===== src/rtl/decode_stage.sv =====
// ---------------------------------------------------------------------------
// decode_stage
//
// Purpose:
//   ARM instruction decode stage built around a 2-entry skid buffer. Each
//   accepted instruction is decoded on entry and stored. The outputs always
//   present the oldest held entry, and every output is driven from a flop.
//
// Ports:
//   clk              rising-edge clock
//   reset            synchronous active-low reset
//   flush            discard all held instructions on the next edge
//   instrIn/pcIn     raw instruction word and its address
//   inValid/inReady  upstream handshake
//   outValid/outReady downstream handshake
//   opcode           shifter/ALU opcode (5'b11111 for unsupported classes)
//   immediateOperand instruction bit 25
//   data12Out        instruction bits [11:0]
//   branchOffset     instruction bits [23:0]
//   condCode         instruction bits [31:28]
//   setFlags         instruction bit 20
//   rnAddr/rdAddr/rmAddr instruction bits [19:16]/[15:12]/[3:0]
//   pcOut            address of the presented instruction
//   undefInstr       presented instruction is in an unsupported class
// ---------------------------------------------------------------------------
module decode_stage (
    input  logic        clk,
    input  logic        reset,
    input  logic        flush,
    input  logic [31:0] instrIn,
    input  logic [31:0] pcIn,
    input  logic        inValid,
    output logic        inReady,
    output logic        outValid,
    input  logic        outReady,
    output logic [4:0]  opcode,
    output logic        immediateOperand,
    output logic [11:0] data12Out,
    output logic [23:0] branchOffset,
    output logic [3:0]  condCode,
    output logic        setFlags,
    output logic [3:0]  rnAddr,
    output logic [3:0]  rdAddr,
    output logic [3:0]  rmAddr,
    output logic [31:0] pcOut,
    output logic        undefInstr
);

    typedef enum logic [1:0] {
        EMPTY = 2'd0,
        ONE   = 2'd1,
        FULL  = 2'd2
    } state_t;

    // One buffer entry, already decoded.
    typedef struct packed {
        logic [4:0]  opcode;
        logic        imm;
        logic [11:0] data12;
        logic [23:0] boff;
        logic [3:0]  cond;
        logic        setf;
        logic [3:0]  rn;
        logic [3:0]  rd;
        logic [3:0]  rm;
        logic [31:0] pc;
        logic        undef;
    } entry_t;

    state_t state_q, state_d;
    entry_t head_q, head_d;   // oldest entry, drives the outputs
    entry_t skid_q, skid_d;   // second entry, only meaningful in FULL
    logic   inReady_q;
    logic   outValid_q;

    entry_t dec_in;
    logic   in_xfer;
    logic   out_xfer;

    // Field extraction and class-based opcode for the incoming word.
    always_comb begin
        dec_in        = '0;
        dec_in.imm    = instrIn[25];
        dec_in.data12 = instrIn[11:0];
        dec_in.boff   = instrIn[23:0];
        dec_in.cond   = instrIn[31:28];
        dec_in.setf   = instrIn[20];
        dec_in.rn     = instrIn[19:16];
        dec_in.rd     = instrIn[15:12];
        dec_in.rm     = instrIn[3:0];
        dec_in.pc     = pcIn;
        if (instrIn[27:26] == 2'b00) begin
            dec_in.opcode = {1'b0, instrIn[24:21]};
        end else if (instrIn[27:26] == 2'b01) begin
            dec_in.opcode = 5'b10000;
        end else if (instrIn[27:25] == 3'b101) begin
            dec_in.opcode = 5'b10001;
        end else begin
            dec_in.opcode = 5'b11111;
            dec_in.undef  = 1'b1;
        end
    end

    assign in_xfer  = inValid & inReady_q;
    assign out_xfer = outValid_q & outReady;

    // Next-state and buffer data movement.
    always_comb begin
        state_d = state_q;
        head_d  = head_q;
        skid_d  = skid_q;
        if (flush) begin
            // Contents are left as-is; they are don't-care in EMPTY.
            state_d = EMPTY;
        end else begin
            unique case (state_q)
                EMPTY: begin
                    if (in_xfer) begin
                        head_d  = dec_in;
                        state_d = ONE;
                    end
                end
                ONE: begin
                    if (in_xfer && out_xfer) begin
                        head_d  = dec_in;
                    end else if (in_xfer) begin
                        skid_d  = dec_in;
                        state_d = FULL;
                    end else if (out_xfer) begin
                        state_d = EMPTY;
                    end
                end
                FULL: begin
                    // inReady is low here, so only a drain can occur.
                    if (out_xfer) begin
                        head_d  = skid_q;
                        state_d = ONE;
                    end
                end
                default: state_d = EMPTY;
            endcase
        end
    end

    // Handshake flags are registered copies of the next state so that they
    // depend on state alone and never on same-cycle inputs.
    always_ff @(posedge clk) begin
        if (!reset) begin
            state_q    <= EMPTY;
            head_q     <= '0;
            skid_q     <= '0;
            inReady_q  <= 1'b1;
            outValid_q <= 1'b0;
        end else begin
            state_q    <= state_d;
            head_q     <= head_d;
            skid_q     <= skid_d;
            inReady_q  <= (state_d != FULL);
            outValid_q <= (state_d != EMPTY);
        end
    end

    assign inReady          = inReady_q;
    assign outValid         = outValid_q;
    assign opcode           = head_q.opcode;
    assign immediateOperand = head_q.imm;
    assign data12Out        = head_q.data12;
    assign branchOffset     = head_q.boff;
    assign condCode         = head_q.cond;
    assign setFlags         = head_q.setf;
    assign rnAddr           = head_q.rn;
    assign rdAddr           = head_q.rd;
    assign rmAddr           = head_q.rm;
    assign pcOut            = head_q.pc;
    assign undefInstr       = head_q.undef;

endmodule


===== config.mk =====
export PLATFORM = sky130hd
export DESIGN_NAME = decode_stage
export DESIGN_NICKNAME = d
export VERILOG_FILES = /design/src/rtl/decode_stage.sv
export SDC_FILE = /design/constraint.sdc
export NUM_CORES = 1
export LEC_CHECK = 0
export BUFFER_PORTS_ARGS = -buffer_cell sky130_fd_sc_hd__buf_4
export CAP_MARGIN = 10
export CORE_MARGIN = 5
export CORE_UTILIZATION = 30
export DETAILED_ROUTE_END_ITERATION = 8
export SLEW_MARGIN = 20
export SYNTH_ARGS = -nofsm -noshare
export SYNTH_HDL_FRONTEND = slang
export SYNTH_SLANG_ARGS = --single-unit

===== constraint.sdc =====
create_clock -name clk -period 2.1 [get_ports clk]
set_clock_uncertainty 0.2 [all_clocks]
set_input_delay 0 -clock clk [delete_from_list [all_inputs] [get_ports clk]]
set_output_delay 0 -clock clk [all_outputs]
set_load 0.01 [all_outputs]

==> flow_metrics.py <==
metrics = {
    "critical_path": {
        "critPathMaxFanout": 33,
        "path_class": "register to register",
        "worst_path_max_delay_cell": "or3_2",
        "worst_r2r_path_depth": 5,
        "cp_top_family": "simple AND/OR/NAND/NOR gates",
        "cpPeakStageDelay_ps": 580,
        "required_ps": 2180,
        "cp-end-kind": "register",
        "cp_num_cells": 5,
        "crit_buf_inv": 1,
        "start_kind": "register",
        "cp_cell_sequence": "a21bo_2 > or3_2 > buf_12 > nand2_1 > a21oi_1",
        "cp.arrival_ps": 2020,
    },
    "yosys": {
        "synth_common_cells": "nand2_1, dfxtp_1, a21oi_1",
        "syn_inst": 725,
        "yosysTopAreaCell": "dfxtp_1",
        "synth-xor-area-share_pct": 0.152,
        "synth_adder_area_share_pct": 0,
        "yosys-top-cells-area": "dfxtp_1, nand2_1, a311oi_1",
        "ys_seq_area_share_pct": 47.9,
        "muxShareOfSynthArea_pct": 0,
        "ys_types": 34,
        "synth-edff-count": 0,
        "synth_top_area_share_pct": 47.9,
        "async_reset_ff_share_pct": 0,
        "synth_simple_gate_area_share_pct": 24.3,
        "synth_flop_cell": "dfxtp_1",
        "synth_most_common_cell": "nand2_1",
        "synth_compound_area_share_pct": 18.6,
        "synth_area_um2": 5770,
        "synth_warnings": 0,
        "synth_top_family_by_area": "simple AND/OR/NAND/NOR gates",
        "ys_ff_latch": 138,
        "synth_nets": 794,
        "syn-mean-instance-area_um2": 7.96,
    },
    "global_route": {
        "overflow": 0,
        "antenna_found_initial": 0,
        "grt_max_degree": 54,
        "grt_pass1_vias": 5318,
        "gr-usage-all-layers_pct": 15.7,
        "grt_pass1_wl_um": 27800,
    },
    "run": {
        "drv_cap": 0,
    },
    "floorplanning": {
        "ios": 163,
        "start_util_pct": 30.6,
        "fp-row-count": 50,
        "coreArea_um2": 18800,
        "die_area_um2": 22100,
        "die_w_um": 149,
        "die_y_um": 149,
    },
    "placed_design": {
        "globalplace.congestion": 0.731,
        "port_buffers": 162,
        "place_area_um2": 7130,
        "dp.cells": 1079,
        "dpl.hpwl_um": 10900,
    },
    "pwr": {
        "power.leakage_nw": 3.33,
        "powerDensity_nw_per_um2": 802,
        "peakVddDrop_mv": 0.520,
    },
    "layout": {
        "fin_area_um2": 8400,
        "drive_above_1_share_pct": 25.0,
        "fin_cells": 1179,
        "syn_to_final_growth_pct": 45.7,
        "n_antenna_cell": 0,
        "nets": 975,
        "n_fill_cell": 1873,
    },
    "timing": {
        "tightest_slew_ps": 516,
        "slew_viol_final": 0,
        "hold_viol": 0,
        "relSlewSlack_pct": 65.6,
        "rsz0062_at_grt": "no",
        "post-route-period-util_pct": 92.2,
        "max_freq_mhz": 517,
        "setup_violations": 0,
        "fin_setup_tns_ps": 0,
        "fin_crit_ps": 1940,
    },
    "routing": {
        "ant_nets": 0,
        "avgRoutedWirePerCell_um": 14.8,
        "drc": 0,
        "first_pass_iters": 5,
        "drtIter0Drc": 329,
        "via_per_inst": 4.78,
        "vias": 5631,
        "drt_wl_total_um": 17500,
    },
    "status": {
        "status": "completed",
    },
    "cts": {
        "cts_inserted_buffers": 17,
        "cts_hold_buf": 68,
        "htree_levels": 4,
        "clk_pin_slew_ps": 60,
        "cts.repair.resized": 0,
        "cts.path.max_buffers": 2,
        "clkLatencyLatePin_ps": 420,
        "cts_root_buf": "clkbuf_16",
        "cts_tree": "done",
        "post_cts_buffers": 0,
        "cts.sinks": 138,
    },
    "hold_path": {
        "min_path_type": "input pin to register",
        "whs_path_depth": 4,
    },
}
==> power by group <==
group / total [mW] / internal, mW / leakage [nW] / switching [mW]
logic: 0.936 / 0.497 / 1.92 / 0.439
registers: 2.82 / 2.74 / 1.13 / 0.0801
clock network: 2.98 / 1.84 / 0.285 / 1.15
==> stage by stage <==
step / setup slack, ps / power (mW) / util, % / hold slack (ps)
6_report: 164 / 6.74 / 44.6 / 174
2_1_floorplan: 291 / 3.30 / - / -64.0
3_3_place_gp: 153 / 3.71 / 37.9 / 59.3
3_5_place_dp: 137 / 3.72 / 37.9 / 65.2
5_1_grt: 17.9 / 7.05 / 44.6 / 182
4_1_cts: 127 / 6.81 / 44.6 / 165
==> flip-flops by register name, summed over array words and instances (netlist names) <==
name / count
immediateOperand: 1
data12Out: 11
outValid: 1
condCode: 4
skid_q: 67
state_q: 2
branchOffset: 13
inReady: 1
opcode: 5
pcOut: 32
undefInstr: 1
==> placed cells by master, fill, tap and decap left out, types with 2 or more instances in the layout <==
master	instances
nand2_1	253
buf_4	174
dfxtp_1	138
dlygate4sd3_1	68
a21oi_1	65
nor3_1	63
a311oi_1	62
clkbuf_16	17
buf_12	10
nor2_1	7
o21ai_0	5
o21a_1	4
a31o_2	4
clkinv_2	4
inv_1	3
and2_1	3
nand3_1	3
clkbuf_8	3
clkinvlp_4	3
a211oi_1	2
a22oi_1	2
a221oi_1	2
clkinv_4	2
bufinv_16	2
==> worst register-to-register path: cells and delay by family, from the launching register on <==
family / cells / cell delay [ps]
simple gates: 2 / 680
compound gates: 2 / 310
flops: 1 / 400
buf+inv: 1 / 220
==> per-layer routing <==
layer,up-vias,wire length [µm],track usage (%)
li1,2839,-,-
met1,2614,7820,20.0
met2,162,8430,26.4
met3,16,1060,4.11
met4,0,180,3.97
met5,-,0,0
==> cells by family (layout without fill, tap and decap cells) <==
group / Yosys count / after routing
buf+inv: 94 / 288
compound gates: 153 / 153
xor+xnor: 1 / 1
simple gates: 339 / 339
flops: 138 / 138
==> layout make-up <==
| type | instances | area, µm² | area share (%) |
|---|---|---|---|
| Clock inverter | 11 | 120 | 1.43 |
| Sequential cell | 138 | 2760 | 32.9 |
| Tap cell | 260 | 325 | 3.87 |
| Timing Repair Buffer | 252 | 2190 | 26.0 |
| Inverter | 4 | 17.5 | 0.208 |
| Multi-Input combinational cell | 493 | 2520 | 30.0 |
| Clock buffer | 21 | 470 | 5.60 |
==> path summary, 6_finish.rpt <==
| path | start | to | slack [ps] |
|---|---|---|---|
| setup / recovery | state_q[0] | skid_q[76] | 160 |
| hold / removal | instrIn[17] | skid_q[67] | 170 |
| setup reg to reg | state_q[0] | skid_q[76] | 160 |
| hold reg to reg | skid_q[73] | skid_q[73] | 250 |
No activity file was read; power rests on OpenSTA's default activity.
